File: config.mk
export PLATFORM = sky130hd
export DESIGN_NAME = seg_scan_driver
export DESIGN_NICKNAME = d
export VERILOG_FILES = /design/src/rtl/seg_pkg.sv /design/src/rtl/seg_tick_gen.sv /design/src/rtl/seg_scan_driver.sv
export SDC_FILE = /design/constraint.sdc
export NUM_CORES = 1
export LEC_CHECK = 0
export CAP_MARGIN = 20
export CORE_MARGIN = 1
export CORE_UTILIZATION = 60
export CTS_BUF_LIST = sky130_fd_sc_hd__clkbuf_2
export CTS_CLUSTER_DIAMETER = 50
export DETAILED_ROUTE_END_ITERATION = 8
export PLACE_DENSITY = 0.95
export SLEW_MARGIN = 20
export SYNTH_ARGS = -nofsm -noshare
export SYNTH_HDL_FRONTEND = slang
export SYNTH_SLANG_ARGS = --single-unit
File: constraint.sdc
create_clock -name clk -period 6.3 [get_ports clk]
set_input_delay 1.575 -clock clk [delete_from_list [all_inputs] [get_ports clk]]
set_output_delay 1.575 -clock clk [all_outputs]
set_load 0.02 [all_outputs]
File: src/rtl/seg_pkg.sv
// seg_pkg: shared constants, output bundle and nibble helper
// for the seven-segment scan driver.
package seg_pkg;

   localparam int SEL_W   = 3;
   localparam int NIB_W   = 4;
   localparam int MAX_DIG = 8;

   // Registered output bundle of the scan driver.
   typedef struct packed {
      logic [SEL_W-1:0] sel;
      logic [NIB_W-1:0] hex;
      logic             blank;
      logic             frame_done;
      logic             load_ack;
   } seg_out_t;

   // Nibble idx of a display word (digit k = bits 4k+3:4k).
   function automatic logic [NIB_W-1:0] nib_of(
      input logic [NIB_W*MAX_DIG-1:0] word,
      input logic [SEL_W-1:0]         idx
   );
      return word[{idx, 2'b00} +: NIB_W];
   endfunction

endpackage

File: src/rtl/seg_tick_gen.sv
// seg_tick_gen: digit-slot prescaler counting 0..DIV-1 with hold.
// o_in_dead flags the tick about to be entered so a registered blank lines up.
module seg_tick_gen #(
   parameter int DIV  = 100000,
   parameter int DEAD = 4
) (
   input  logic i_clk,
   input  logic i_rst,
   input  logic i_hold,
   output logic o_slot_end,
   output logic o_in_dead
);

   localparam int TW = (DIV > 1) ? $clog2(DIV) : 1;
   localparam logic [TW-1:0] LAST  = TW'(DIV - 1);
   localparam logic [TW-1:0] DEADV = TW'(DEAD);

   logic [TW-1:0] r_tick;
   logic [TW-1:0] w_tick_nxt;

   // Next tick: wrap at end of slot, freeze while held.
   always_comb begin
      w_tick_nxt = r_tick;
      if (!i_hold) begin
         w_tick_nxt = (r_tick == LAST) ? '0 : r_tick + 1'b1;
      end
   end

   assign o_slot_end = (r_tick == LAST);
   assign o_in_dead  = (w_tick_nxt < DEADV);

   // Slot tick counter.
   always_ff @(posedge i_clk or posedge i_rst) begin
      if (i_rst) begin
         r_tick <= '0;
      end else begin
         r_tick <= w_tick_nxt;
      end
   end

endmodule

File: src/rtl/seg_scan_driver.sv
// seg_scan_driver: time-multiplexed 8-digit seven-segment scan controller.
// Shadowed word/mask swap only on frame wrap; dead-time blank per slot.
module seg_scan_driver
   import seg_pkg::*;
#(
   parameter int DIV  = 100000,
   parameter int DEAD = 4,
   parameter int NDIG = 8
) (
   input  logic                     clk,
   input  logic                     rst,
   input  logic                     en,
   input  logic [NIB_W*MAX_DIG-1:0] data_in,
   input  logic [MAX_DIG-1:0]       mask_in,
   input  logic                     load,
   output logic [SEL_W-1:0]         sel,
   output logic [NIB_W-1:0]         hex,
   output logic                     blank,
   output logic                     frame_done,
   output logic                     load_ack
);

   localparam logic [SEL_W-1:0] LAST = SEL_W'(NDIG - 1);

   logic                     w_hold;
   logic                     w_slot_end;
   logic                     w_dead_nxt;
   logic                     w_wrap;
   logic                     w_cap;
   logic [SEL_W-1:0]         w_sel_nxt;
   logic [NIB_W*MAX_DIG-1:0] w_data_nxt;
   logic [MAX_DIG-1:0]       w_mask_nxt;

   logic [NIB_W*MAX_DIG-1:0] r_shadow_data;
   logic [MAX_DIG-1:0]       r_shadow_mask;
   logic                     r_load_pend;
   seg_out_t                 r_out;

   assign w_hold = ~en;

   seg_tick_gen #(
      .DIV  (DIV),
      .DEAD (DEAD)
   ) u_tick (
      .i_clk      (clk),
      .i_rst      (rst),
      .i_hold     (w_hold),
      .o_slot_end (w_slot_end),
      .o_in_dead  (w_dead_nxt)
   );

   assign w_wrap = en & w_slot_end & (r_out.sel == LAST);
   assign w_cap  = w_wrap & (r_load_pend | load);

   // A load on the wrap edge is visible from digit 0 of the new frame.
   assign w_data_nxt = w_cap ? data_in : r_shadow_data;
   assign w_mask_nxt = w_cap ? mask_in : r_shadow_mask;

   // Digit index advances at slot end, wrapping after NDIG-1.
   always_comb begin
      w_sel_nxt = r_out.sel;
      if (en && w_slot_end) begin
         w_sel_nxt = (r_out.sel == LAST) ? '0 : r_out.sel + 1'b1;
      end
   end

   // Shadow registers and merged pending-load flag.
   always_ff @(posedge clk or posedge rst) begin
      if (rst) begin
         r_shadow_data <= '0;
         r_shadow_mask <= '0;
         r_load_pend   <= 1'b0;
      end else if (w_cap) begin
         r_shadow_data <= data_in;
         r_shadow_mask <= mask_in;
         r_load_pend   <= 1'b0;
      end else if (load) begin
         r_load_pend   <= 1'b1;
      end
   end

   // Registered outputs; hex and blank track the incoming sel.
   always_ff @(posedge clk or posedge rst) begin
      if (rst) begin
         r_out.sel        <= '0;
         r_out.hex        <= '0;
         r_out.blank      <= 1'b1;
         r_out.frame_done <= 1'b0;
         r_out.load_ack   <= 1'b0;
      end else begin
         r_out.sel        <= w_sel_nxt;
         r_out.hex        <= nib_of(w_data_nxt, w_sel_nxt);
         r_out.blank      <= ~en | w_dead_nxt | ~w_mask_nxt[w_sel_nxt];
         r_out.frame_done <= w_wrap;
         r_out.load_ack   <= w_cap;
      end
   end

   assign sel        = r_out.sel;
   assign hex        = r_out.hex;
   assign blank      = r_out.blank;
   assign frame_done = r_out.frame_done;
   assign load_ack   = r_out.load_ack;

endmodule

Word-level counts from Yosys, hierarchy flattened
Index checks and enable logic that the tools add are counted.

Add/subtract/negate cells: 2. $lt $le $gt $ge: 2. Equal/unequal tests: 2. Shifts and indexed selects: 1. Muxes and demuxes: 10. Bitwise logic cells: 8. Reduce and logical (&&, ||, !) cells: 2.

Operators with widths (number): $mux W17 (2); $mux W32 (1); $shiftx A32 B6 Y4 (1); $add A17 B1 Y17 const B (1); $eq A17 B17 Y1 const B (1); $lt A17 B3 Y1 const B (1); $mux W8 (1); $mux W3 (2); $lt A3 B4 Y1 const B (1); $add A3 B1 Y3 const B (1); $and A1 B1 Y1 (3); $bmux W1 S3 (1); $eq A3 B3 Y1 const B (1); $mux W1 (3); $or A1 B1 Y1 (3); $not A1 Y1 (2); $reduce_bool A2 Y1 (1); $logic_and A1 B1 Y1 (1).

Register bits: 68. Bits of input ports: 44. Output and inout bits: 10. Logic and storage cells: 36.

Longest topological paths before layout
Gate-level depths: netlist (run 1).

Depth in word-level cells: 9. Depth in mapped cells: 11. Gate-level depth less buffers: 8.

By module
Synthesis (run 1) repeated with hierarchy kept, for this count alone.

Cell total of the unflattened synthesis: 356. Area total of the unflattened synthesis: 3616.0 um2.

Modules (own cells, without submodules): seg_scan_driver (instances 1, cells an instance 232, area each 2428.6 um2, sequential area each 1277.5 um2); seg_tick_gen (instances 1, cells an instance 124, area each 1187.4 um2, sequential area each 425.4 um2).

Worst setup path after synthesis (run 1)
Ideal clock, no wire load.

Path type: input to register. Start point: in en. End point: reg, netlist name hex[0]. Setup time: 0.080 ns. Arrival time: 3.523 ns. Data required time: 6.220 ns. Setup slack: 2.697 ns. Stages: 11. Path buffers: 4. Path through: buf_6 > and4_1 > buf_6 > nand2_2 > or4b_1 > buf_2 > buf_6 > mux2_4 > mux2i_1 > mux2_1 > mux2i_1.

Cells in the longest elaborated chain, start to end: 5. Elaborated cells on any way between the ends: 7. Those cells by class: shift: 1; mux: 2; bitwise: 3; reduce/logical: 1.

RTL lines: start, declared (RTL line seg_scan_driver.sv:12) `input logic en,`; $and A1 B1 Y1 (2 in series) (RTL line seg_scan_driver.sv:52) `assign w_wrap = en & w_slot_end & (r_out.sel == LAST);`; $and A1 B1 Y1 (RTL line seg_scan_driver.sv:53) `assign w_cap = w_wrap & (r_load_pend | load);`; $mux W32; via w_data_nxt[16] (RTL line seg_scan_driver.sv:31) `logic [NIB_W*MAX_DIG-1:0] w_data_nxt;`; $shiftx A32 B6 Y4 (RTL line seg_pkg.sv:23) `return word[{idx, 2'b00} +: NIB_W];`.

The timed path passes the listed nets, and every way through them passes these cells. A chain may end at the register's enable or synchronous reset.

Final worst setup path (run 1)
Start point: in en. End point: reg, netlist name hex[3].

Cells in the longest elaborated chain, start to end: 5. Elaborated cells on any way between the ends: 7. Those cells by class: shift: 1; mux: 2; bitwise: 3; reduce/logical: 1.

RTL lines (RTL line): $and A1 B1 Y1 (2 in series) (seg_scan_driver.sv:52); $and A1 B1 Y1 (seg_scan_driver.sv:53); $mux W32; $shiftx A32 B6 Y4 (*) (seg_pkg.sv:23).

Every way passes the cells marked *; elsewhere a longest branch is shown, timed or not.

==> results.sh, run 1 <==
export IMPL_crit_fanout=14
export IMPL_chipWidth_um=77.5
export IMPL_finClkSkew_ns=0.0323
export IMPL_grt_overflow=0
export IMPL_syn_cell_area_um2=3420
export IMPL_syn_nets=312
export IMPL_period_share_pct=73.2
export IMPL_dpl_cell_area_um2=3960
export IMPL_grt_pass1_vias=2285
export IMPL_vias=2268
export IMPL_crit_arrival_ns=5.05
export IMPL_min_to="r_shadow_mask[4]"
export IMPL_htreeDepth=3
export IMPL_antenna_found_initial=0
export IMPL_die_area_um2=6010
export IMPL_cts_sinks=68
export IMPL_syn_to_final_growth_pct=18.3
export IMPL_clock_root_buffer="clkbuf_2"
export IMPL_r2r_cells=8
export IMPL_grt_max_degree=69
export IMPL_post_route_drc_count=0
export IMPL_hold_viol=0
export IMPL_synth_async_reset_ratio_pct=100
export IMPL_synth_edff_count=0
export IMPL_initial_core_util_pct=62.1
export IMPL_fillers=346
export IMPL_grt_usage_pct=25.0
export IMPL_crit_path_end_kind="register"
export IMPL_final_area_um2=4050
export IMPL_core_area_um2=5510
export IMPL_wl_per_cell_um=17.5
export IMPL_cp_slowest_stage_delay_ns=0.75
export IMPL_power_leakage_nw=2.04
export IMPL_max_freq_ghz=0.217
export IMPL_worstHoldPathCells=2
export IMPL_min_period_ns=4.61
export IMPL_detailed_place_hpwl_um=4910
export IMPL_synth_seq_cells=68
export IMPL_final_setup_viol_count=0
export IMPL_clk_latency_ns=0.51
export IMPL_synth_cell_types=43
export IMPL_io_pins=54
export IMPL_r2r_end="hex[3]"
export IMPL_num_rows=27
export IMPL_yosysWarnings=0
export IMPL_tightest_slew_ns=0.927
export IMPL_worst_slack_ns=1.69
export IMPL_gp_congestion=0.874
export IMPL_place_ws_ns=1.17
export IMPL_rrSetupSlack_ns=2.78
export IMPL_worst_endpoint_required_ns=6.73
export IMPL_diodes=0
export IMPL_crit_chain="clkdlybuf4s50_1 > and4_1 > nand2_2 > nor2_2 > mux2i_2 > buf_4 > mux2i_1 > mux2_1 > mux2i_1"
export IMPL_hold_class="register to register"
export IMPL_power_density_nw_per_um2=199
export IMPL_final_max_slew_viol_count=0
export IMPL_synth_cells=265
export IMPL_outcome="completed"
export IMPL_seq_area_um2=1700
export IMPL_post_cts_resize_count=0
export IMPL_syn_area_per_cell_um2=12.9
export IMPL_final_layout_size_suffix_gt1_share_pct=20.1
export IMPL_start_kind="input pin"
export IMPL_multi_input_area_um2=1580
export IMPL_clk_pin_slew_ns=0.18
export IMPL_peakVddDrop_mv=0.149
export IMPL_dr_pass1_iters=4
export IMPL_r2r_start="u_tick.r_tick[12]"
export IMPL_yosysSeqAreaShare_pct=49.8
export IMPL_grt_pass1_wl_um=11300
export IMPL_finalNetCount=365
export IMPL_path_common_cell="mux2i_1"
export IMPL_critPathSlowestCell="mux2i_2"
export IMPL_cts_inserted_buffers=9
export IMPL_rsz0062_at_grt="no"
export IMPL_postCtsSetupRepairBufs=0
export IMPL_hp_start="r_shadow_mask[4]"
export IMPL_ys_flop_type="dfrtp_1"
export IMPL_first_iter_violations=155
export IMPL_io_buffer_count=53
export IMPL_die_h_um=77.5
export IMPL_wl_um=6910
export IMPL_worstSetupPathType="input pin to register"
export IMPL_ctsHoldBuffers=0
export IMPL_ctsLongestPathBuffers=2
export IMPL_cap_viol_max_count=0
export IMPL_slew_headroom_pct=38.2
export IMPL_ant_nets=0
export IMPL_viasPerCell=5.74
export IMPL_fin_tns_setup_ns=0
export IMPL_cts_tree="built"
where the power goes:
group	internal, mW	total, mW	leakage, nW	switching (mW)
logic	0.0577	0.114	1.06	0.0560
registers	0.459	0.485	0.925	0.0264
clock network	0.0499	0.206	0.0571	0.156
total	0.566	0.805	2.04	0.239
metal layers:
metal  global-route usage, %  wire length [µm]  up-vias
met1                    33.6              3010     1120
met5                       0                 0        -
met2                    39.4              3410       90
met4                    10.8               133        0
li1                        -                 -     1046
met3                    5.41               365       12
layout make-up:
| cell class | count | share of cell area [%] |
|---|---|---|
| Tap cell | 72 | 2.23 |
| Sequential cell | 68 | 42.1 |
| Clock buffer | 9 | 1.11 |
| Inverter | 6 | 0.557 |
| Multi-Input combinational cell | 176 | 39.1 |
| Timing Repair Buffer | 57 | 13.9 |
| Clock inverter | 7 | 1.05 |
Yosys cell counts (2+ instances only):
cell type / instances / area, µm²
xor2_1: 5 / 43.8
buf_2: 6 / 30.0
and2_1: 2 / 12.5
and4_1: 2 / 17.5
mux4_2: 4 / 90.1
buf_6: 6 / 67.6
inv_1: 4 / 15.0
o21ai_0: 2 / 10.0
mux2i_1: 23 / 230
and4b_1: 3 / 30.0
xnor2_1: 9 / 78.8
nand4_1: 7 / 43.8
nor2_1: 12 / 45.0
nor4b_2: 2 / 30.0
nand2_1: 28 / 105
mux2_1: 8 / 90.1
dfrtp_1: 67 / 1680
nor3_1: 2 / 10.0
mux2_4: 32 / 480
buf_4: 2 / 15.0
ha_1: 3 / 37.5
nand3_1: 9 / 45.0
or4_1: 3 / 22.5
and3_1: 5 / 31.3
state kept, by name, indices dropped and copies added (netlist names):
name           cells
r_shadow_data     32
u_tick.r_tick     17
r_shadow_mask      8
hex                4
sel                3
blank              1
frame_done         1
load_ack           1
r_load_pend        1
how the worst max path moves through the flow:
stage               startpoint      to  slack (ns)
floorplan                   en  hex[0]        2.70
global placement            en  hex[1]        1.29
detailed placement          en  hex[0]        1.17
CTS                         en  hex[2]        1.73
global route                en  hex[2]        1.57
finish                      en  hex[3]        1.69
cells by family after synthesis:
group                      synth area share, %
DFF                                       49.8
adders and majority gates                 1.10
muxes                                     26.4
AOI/OAI and AO/OA                         1.79
xor gates and xnor gates                  3.58
and+or+nand+nor                           13.2
buffers and inverters                     4.06
critical path, delay by kind of cell:
family	cells	cell delay [ns]
buffers and inverters	2	0.99
multiplexers	4	1.37
AND/OR/NAND/NOR	3	1.10
placed cells by master (no fill, tap or decap), types with 2 or more instances in the layout:
| master | netlist | routed |
|---|---|---|
| and3_1 | 5 | 5 |
| mux2i_2 | 1 | 2 |
| and4b_1 | 3 | 3 |
| inv_2 | 1 | 2 |
| nor4b_2 | 2 | 2 |
| mux2_1 | 8 | 8 |
| xor2_1 | 5 | 5 |
| o21ai_0 | 2 | 2 |
| clkdlybuf4s50_1 | 0 | 53 |
| and2_1 | 2 | 2 |
| mux4_2 | 4 | 4 |
| nor2_1 | 12 | 12 |
| mux2i_1 | 23 | 22 |
| nand2_1 | 28 | 28 |
| ha_1 | 3 | 3 |
| nand4_1 | 7 | 7 |
| buf_4 | 2 | 4 |
| and4_1 | 2 | 2 |
| inv_1 | 4 | 3 |
| mux2_4 | 32 | 32 |
| clkbuf_2 | 0 | 9 |
| nor3_1 | 2 | 2 |
| clkinv_2 | 0 | 2 |
| clkinv_1 | 1 | 3 |
| xnor2_1 | 9 | 9 |
| nand3_1 | 9 | 9 |
| or4_1 | 3 | 3 |
| dfrtp_1 | 67 | 67 |
stage by stage:
stage          std cells  hold slack [ns]  power (mW)  utilization, %
3_5_place_dp         379            0.453       0.604            71.9
2_1_floorplan        265            0.433       0.569               -
6_report             395            0.486       0.805            73.5
5_1_grt              395            0.515       0.844            73.5
4_1_cts              395            0.491       0.810            73.5
3_3_place_gp         379            0.444       0.599            71.9
No activity file was read; power rests on OpenSTA's default activity.
==> run 2: changes to the inputs <==
--- a/config.mk
+++ b/config.mk
@@ -7,11 +7,11 @@
 export LEC_CHECK = 0
 export CAP_MARGIN = 20
 export CORE_MARGIN = 1
-export CORE_UTILIZATION = 60
+export CORE_UTILIZATION = 56
 export CTS_BUF_LIST = sky130_fd_sc_hd__clkbuf_2
 export CTS_CLUSTER_DIAMETER = 50
 export DETAILED_ROUTE_END_ITERATION = 8
-export PLACE_DENSITY = 0.95
+export PLACE_DENSITY = 0.92
 export SLEW_MARGIN = 20
 export SYNTH_ARGS = -nofsm -noshare
 export SYNTH_HDL_FRONTEND = slang
==> constraint.sdc (replaced) <==
create_clock -name clk -period 4.6 [get_ports clk]
set_input_delay 1.15 -clock clk [delete_from_list [all_inputs] [get_ports clk]]
set_output_delay 1.15 -clock clk [all_outputs]
set_load 0.02 [all_outputs]
==> results.sh, run 2 (synthesis results as in run 1) <==
export IMPL_outcome="completed"
export IMPL_min_to="r_shadow_mask[2]"
export IMPL_num_rows=28
export IMPL_htreeDepth=3
export IMPL_cpLargestDelayFamily="simple AND/OR/NAND/NOR gates"
export IMPL_worstHoldPathCells=2
export IMPL_cap_viol_max_count=0
export IMPL_rrSetupSlack_ns=1.51
export IMPL_multi_input_area_um2=1590
export IMPL_r2r_cells=8
export IMPL_first_iter_violations=159
export IMPL_postCtsSetupRepairBufs=0
export IMPL_post_cts_resize_count=0
export IMPL_seq_area_um2=1700
export IMPL_reg_top3="r_shadow_data x32, u_tick.r_tick x17, r_shadow_mask x8"
export IMPL_clk_pin_slew_ns=0.19
export IMPL_gp_congestion=0.829
export IMPL_crit_chain="clkdlybuf4s50_1 > and4_1 > nand2_2 > or4b_2 > buf_12 > mux2_4 > mux2i_1 > mux2_1 > mux2i_1"
export IMPL_final_layout_size_suffix_gt1_share_pct=21.2
export IMPL_tightest_slew_ns=0.904
export IMPL_initial_core_util_pct=57.8
export IMPL_regMostFlops="r_shadow_data"
export IMPL_io_buffer_count=53
export IMPL_ant_nets=0
export IMPL_power_mw=1.21
export IMPL_hold_viol=0
export IMPL_grt_max_degree=46
export IMPL_crit_path_end_kind="register"
export IMPL_max_freq_ghz=0.276
export IMPL_diodes=0
export IMPL_power_density_nw_per_um2=292
export IMPL_wl_per_cell_um=17.7
export IMPL_grt_pass1_vias=2384
export IMPL_ctsHoldBuffers=0
export IMPL_worst_endpoint_required_ns=5.01
export IMPL_fillers=413
export IMPL_crit_fanout=32
export IMPL_final_area_um2=4140
export IMPL_final_cells=401
export IMPL_clk_latency_ns=0.49
export IMPL_die_h_um=80.2
export IMPL_rsz0062_at_grt="no"
export IMPL_grt_pass1_wl_um=11700
export IMPL_cp_slowest_stage_delay_ns=0.84
export IMPL_hp_start="r_shadow_mask[2]"
export IMPL_timing_critical_path_buf_inv=2
export IMPL_worstSetupPathType="input pin to register"
export IMPL_finClkSkew_ns=0.0315
export IMPL_finalNetCount=368
export IMPL_grt_usage_pct=24.8
export IMPL_vias=2285
export IMPL_critPathSlowestCell="or4b_2"
export IMPL_cts_sinks=68
export IMPL_detailed_place_hpwl_um=5140
export IMPL_cts_inserted_buffers=9
export IMPL_dpl_cell_area_um2=4010
export IMPL_largest_reg_flops=32
export IMPL_post_route_drc_count=0
export IMPL_peakVddDrop_mv=0.216
export IMPL_io_pins=54
export IMPL_final_cell_mix="dfrtp_1 (67), clkdlybuf4s50_1 (53), mux2_4 (32), nand2_1 (28), mux2i_1 (22)"
export IMPL_hold_class="register to register"
export IMPL_cts_tree="built"
export IMPL_syn_to_final_growth_pct=20.9
export IMPL_clock_root_buffer="clkbuf_2"
export IMPL_core_area_um2=5920
export IMPL_power_leakage_nw=2.09
export IMPL_dr_pass1_iters=4
export IMPL_die_area_um2=6420
export IMPL_wl_um=7100
export IMPL_ctsLongestPathBuffers=2
export IMPL_grt_overflow=0
export IMPL_fin_tns_setup_ns=0
export IMPL_viasPerCell=5.70
export IMPL_holdWs_ns=0.502
export IMPL_slew_headroom_pct=39.7
export IMPL_path_common_cell="mux2i_1"
export IMPL_min_period_ns=3.62
export IMPL_antenna_found_initial=0
export IMPL_dp_cells=385
export IMPL_crit_arrival_ns=4.03
export IMPL_period_share_pct=78.7
export IMPL_final_max_slew_viol_count=0
export IMPL_start_kind="input pin"
export IMPL_r2r_start="u_tick.r_tick[12]"
export IMPL_chipWidth_um=80.2
export IMPL_layout_cells_most_common="dfrtp_1"
export IMPL_final_setup_viol_count=0
export IMPL_r2r_end="hex[2]"
==> run 2: cell count changes in the layout (fill, tap and decap cells not counted) <==
cell / delta
buf_4: +2
bufinv_16: +2
buf_12: +1
clkbuf_2: +1
clkinv_1: -1
clkinv_2: +1
clkinv_4: -1
clkinvlp_4: -1
inv_6: -1
mux2i_2: -1
mux2i_4: +1
==> run 2: where the power goes <==
| part | internal [mW] | switching (mW) | total [mW] |
|---|---|---|---|
| clock network | 0.178 | 0.207 | 0.385 |
| registers | 0.628 | 0.0376 | 0.666 |
| logic | 0.0801 | 0.0780 | 0.158 |
==> run 2: metrics by stage <==
step,util (%),setup WS [ns]
after floorplan,-,1.42
after global placement,67.7,0.564
after detailed placement,67.7,0.479
after CTS,69.8,0.999
after global routing,69.8,0.934
final,69.8,0.979
==> run 2: worst max-delay path by stage <==
stage | endpoint | from | slack, ns | cells after the start
after detailed placement | hex[2] | en | 0.48 | 9
after floorplan | hex[0] | en | 1.42 | 11
after CTS | hex[2] | en | 1.0 | 9
after global routing | hex[0] | en | 0.93 | 9
after global placement | hex[2] | en | 0.56 | 9
final | hex[2] | en | 0.98 | 9
==> run 2: final cells by class <==
class / instances / area share (%)
clock buffers: 10 / 1.21
flip-flops and latches: 68 / 41.2
inverters: 6 / 0.545
multi-input cells: 176 / 38.5
well taps: 75 / 2.27
repair buffers: 60 / 14.4
clock inverters: 6 / 1.91
==> run 2: tightest hold or removal path, cell delays in order, from the launching register on <==
cell and delay (ns):
dfrtp_1 0.38, nand2_1 0.05, nand2_1 0.05
==> run 2: routing by layer <==
layer	vias up	wire [µm]	track usage (%)
met1	1135	3050	31.6
met4	0	142	6.79
li1	1052	-	-
met5	-	0	0
met2	85	3590	41.8
met3	13	310	6.70
==> run 3: changes to the inputs <==
==> constraint.sdc (replaced) <==
create_clock -name clk -period 3.7 [get_ports clk]
set_input_delay 0.925 -clock clk [delete_from_list [all_inputs] [get_ports clk]]
set_output_delay 0.925 -clock clk [all_outputs]
set_load 0.02 [all_outputs]
==> results.sh, run 3 (synthesis results as in run 1) <==
export IMPL_power_density_nw_per_um2=359
export IMPL_worstHoldPathCells=2
export IMPL_detailed_place_hpwl_um=4760
export IMPL_crit_path_end_kind="register"
export IMPL_ant_nets=0
export IMPL_grt_overflow=0
export IMPL_met1_length_um=2970
export IMPL_utilization_pct=70.9
export IMPL_final_area_um2=4200
export IMPL_dpl_cell_area_um2=4070
export IMPL_period_share_pct=82.5
export IMPL_rrSetupSlack_ns=0.78
export IMPL_num_rows=28
export IMPL_dr_pass1_iters=4
export IMPL_crit_chain="clkdlybuf4s50_1 > and4_1 > nand2_2 > or4b_2 > buf_12 > mux2_4 > mux2i_1 > mux2_1 > mux2i_1"
export IMPL_initial_core_util_pct=57.8
export IMPL_power_share_switching_pct=26.7
export IMPL_final_cell_mix="dfrtp_1 (67), clkdlybuf4s50_1 (53), mux2_4 (32), nand2_1 (28), mux2i_1 (22)"
export IMPL_rsz0062_at_grt="no"
export IMPL_p_sw_uw=403
export IMPL_hold_class="register to register"
export IMPL_cts_inserted_buffers=9
export IMPL_chipWidth_um=80.2
export IMPL_path_common_cell="mux2i_1"
export IMPL_finClkSkew_ns=0.0244
export IMPL_ctsHoldBuffers=0
export IMPL_worst_endpoint_required_ns=4.11
export IMPL_die_h_um=80.2
export IMPL_ctsLongestPathBuffers=2
export IMPL_layout_cells_most_common="dfrtp_1"
export IMPL_intPower_mw=1.10
export IMPL_max_freq_ghz=0.327
export IMPL_htreeDepth=3
export IMPL_r2r_start="u_tick.r_tick[12]"
export IMPL_post_route_drc_count=0
export IMPL_first_iter_violations=209
export IMPL_cts_tree="built"
export IMPL_critPathSlowestCell="or4b_2"
export IMPL_outcome="completed"
export IMPL_viasPerCell=5.57
export IMPL_peakVddDrop_mv=0.181
export IMPL_r2r_end="hex[0]"
export IMPL_vias=2261
export IMPL_min_period_ns=3.05
export IMPL_postCtsSetupRepairBufs=0
export IMPL_worstSetupPathType="input pin to register"
export IMPL_cp_slowest_stage_delay_ns=0.72
export IMPL_final_max_slew_viol_count=0
export IMPL_worst_slack_ns=0.646
export IMPL_io_pins=54
export IMPL_grt_max_degree=41
export IMPL_crit_arrival_ns=3.46
export IMPL_wl_per_cell_um=16.8
export IMPL_hp_start="r_shadow_mask[4]"
export IMPL_place_ws_ns=0.132
export IMPL_post_cts_resize_count=0
export IMPL_diodes=0
export IMPL_dr_wl_met3_um=354
export IMPL_cap_viol_max_count=0
export IMPL_cts_sinks=68
export IMPL_seq_area_um2=1700
export IMPL_gp_congestion=0.848
export IMPL_clk_latency_ns=0.49
export IMPL_grt_pass1_vias=2391
export IMPL_fin_tns_setup_ns=0
export IMPL_power_leakage_nw=2.13
export IMPL_syn_to_final_growth_pct=22.7
export IMPL_power_share_sequential_pct=54.9
export IMPL_crit_fanout=40
export IMPL_start_kind="input pin"
export IMPL_dr_max_layer_used="met4"
export IMPL_antenna_found_initial=0
export IMPL_slew_headroom_pct=74.7
export IMPL_min_to="r_shadow_mask[4]"
export IMPL_fillers=393
export IMPL_wl_um=6840
export IMPL_clock_root_buffer="clkbuf_2"
export IMPL_power_share_clock_pct=31.9
export IMPL_r2r_cells=8
export IMPL_io_buffer_count=53
export IMPL_regMostFlops="r_shadow_data"
export IMPL_finalNetCount=373
export IMPL_multi_input_area_um2=1590
export IMPL_tightest_slew_ns=0.375
export IMPL_grt_pass1_wl_um=11400
export IMPL_die_area_um2=6420
export IMPL_reg_top3="r_shadow_data x32, u_tick.r_tick x17, r_shadow_mask x8"
export IMPL_final_layout_size_suffix_gt1_share_pct=22.4
export IMPL_dr_wl_met2_um=3340
export IMPL_clk_pin_slew_ns=0.18
export IMPL_largest_reg_flops=32
export IMPL_grt_usage_pct=24.1
export IMPL_comb_power_share_pct=13.1
export IMPL_core_area_um2=5920
export IMPL_hold_viol=0
export IMPL_final_setup_viol_count=0
run 3: cell types whose count changed in the layout (fill, tap and decap cells not counted):
cell and change:
buf_4 +3, buf_12 +2
run 3: how the worst max path moves through the flow:
stage	slack, ns	cells past startpoint	end	from
after global placement	0.20	9	hex[2]	en
final	0.65	9	hex[0]	en
after global routing	0.58	9	hex[0]	en
after CTS	0.65	9	hex[0]	en
after floorplan	0.75	11	hex[0]	en
after detailed placement	0.13	9	hex[0]	en
run 3: area by class of cell:
| cell class | instances | area share (%) |
|---|---|---|
| Timing Repair Buffer | 65 | 15.7 |
| Inverter | 6 | 0.537 |
| Tap cell | 75 | 2.24 |
| Multi-Input combinational cell | 176 | 37.9 |
| Clock buffer | 10 | 1.19 |
| Clock inverter | 6 | 1.88 |
| Sequential cell | 68 | 40.6 |
run 3: stage by stage:
stage,hold slack (ns),power (mW),instances
final,0.491,1.51,406
after global routing,0.531,1.59,406
after floorplan,0.433,0.968,265
after CTS,0.491,1.52,406
after global placement,0.444,1.03,390
after detailed placement,0.454,1.04,390
run 3: power groups by stage:
| stage | sequential (mW) | combinational [mW] | clock (mW) |
|---|---|---|---|
| floorplan | 0.816 | 0.152 | 0 |
| global placement | 0.836 | 0.192 | 0 |
| detailed placement | 0.841 | 0.198 | 0 |
| CTS | 0.827 | 0.200 | 0.492 |
| global route | 0.835 | 0.223 | 0.529 |
| finish | 0.828 | 0.198 | 0.481 |
run 3: worst max-delay path: cells and delay by family:
family	cells	cell delay, ns
buffers and inverters	2	0.71
muxes	4	0.78
and+or+nand+nor	3	1.03
run 3: per-layer routing:
| layer | GRT usage [%] | up-vias |
|---|---|---|
| met3 | 3.98 | 19 |
| li1 | - | 1064 |
| met1 | 32.3 | 1089 |
| met5 | 0 | - |
| met2 | 37.7 | 89 |
| met4 | 12.5 | 0 |
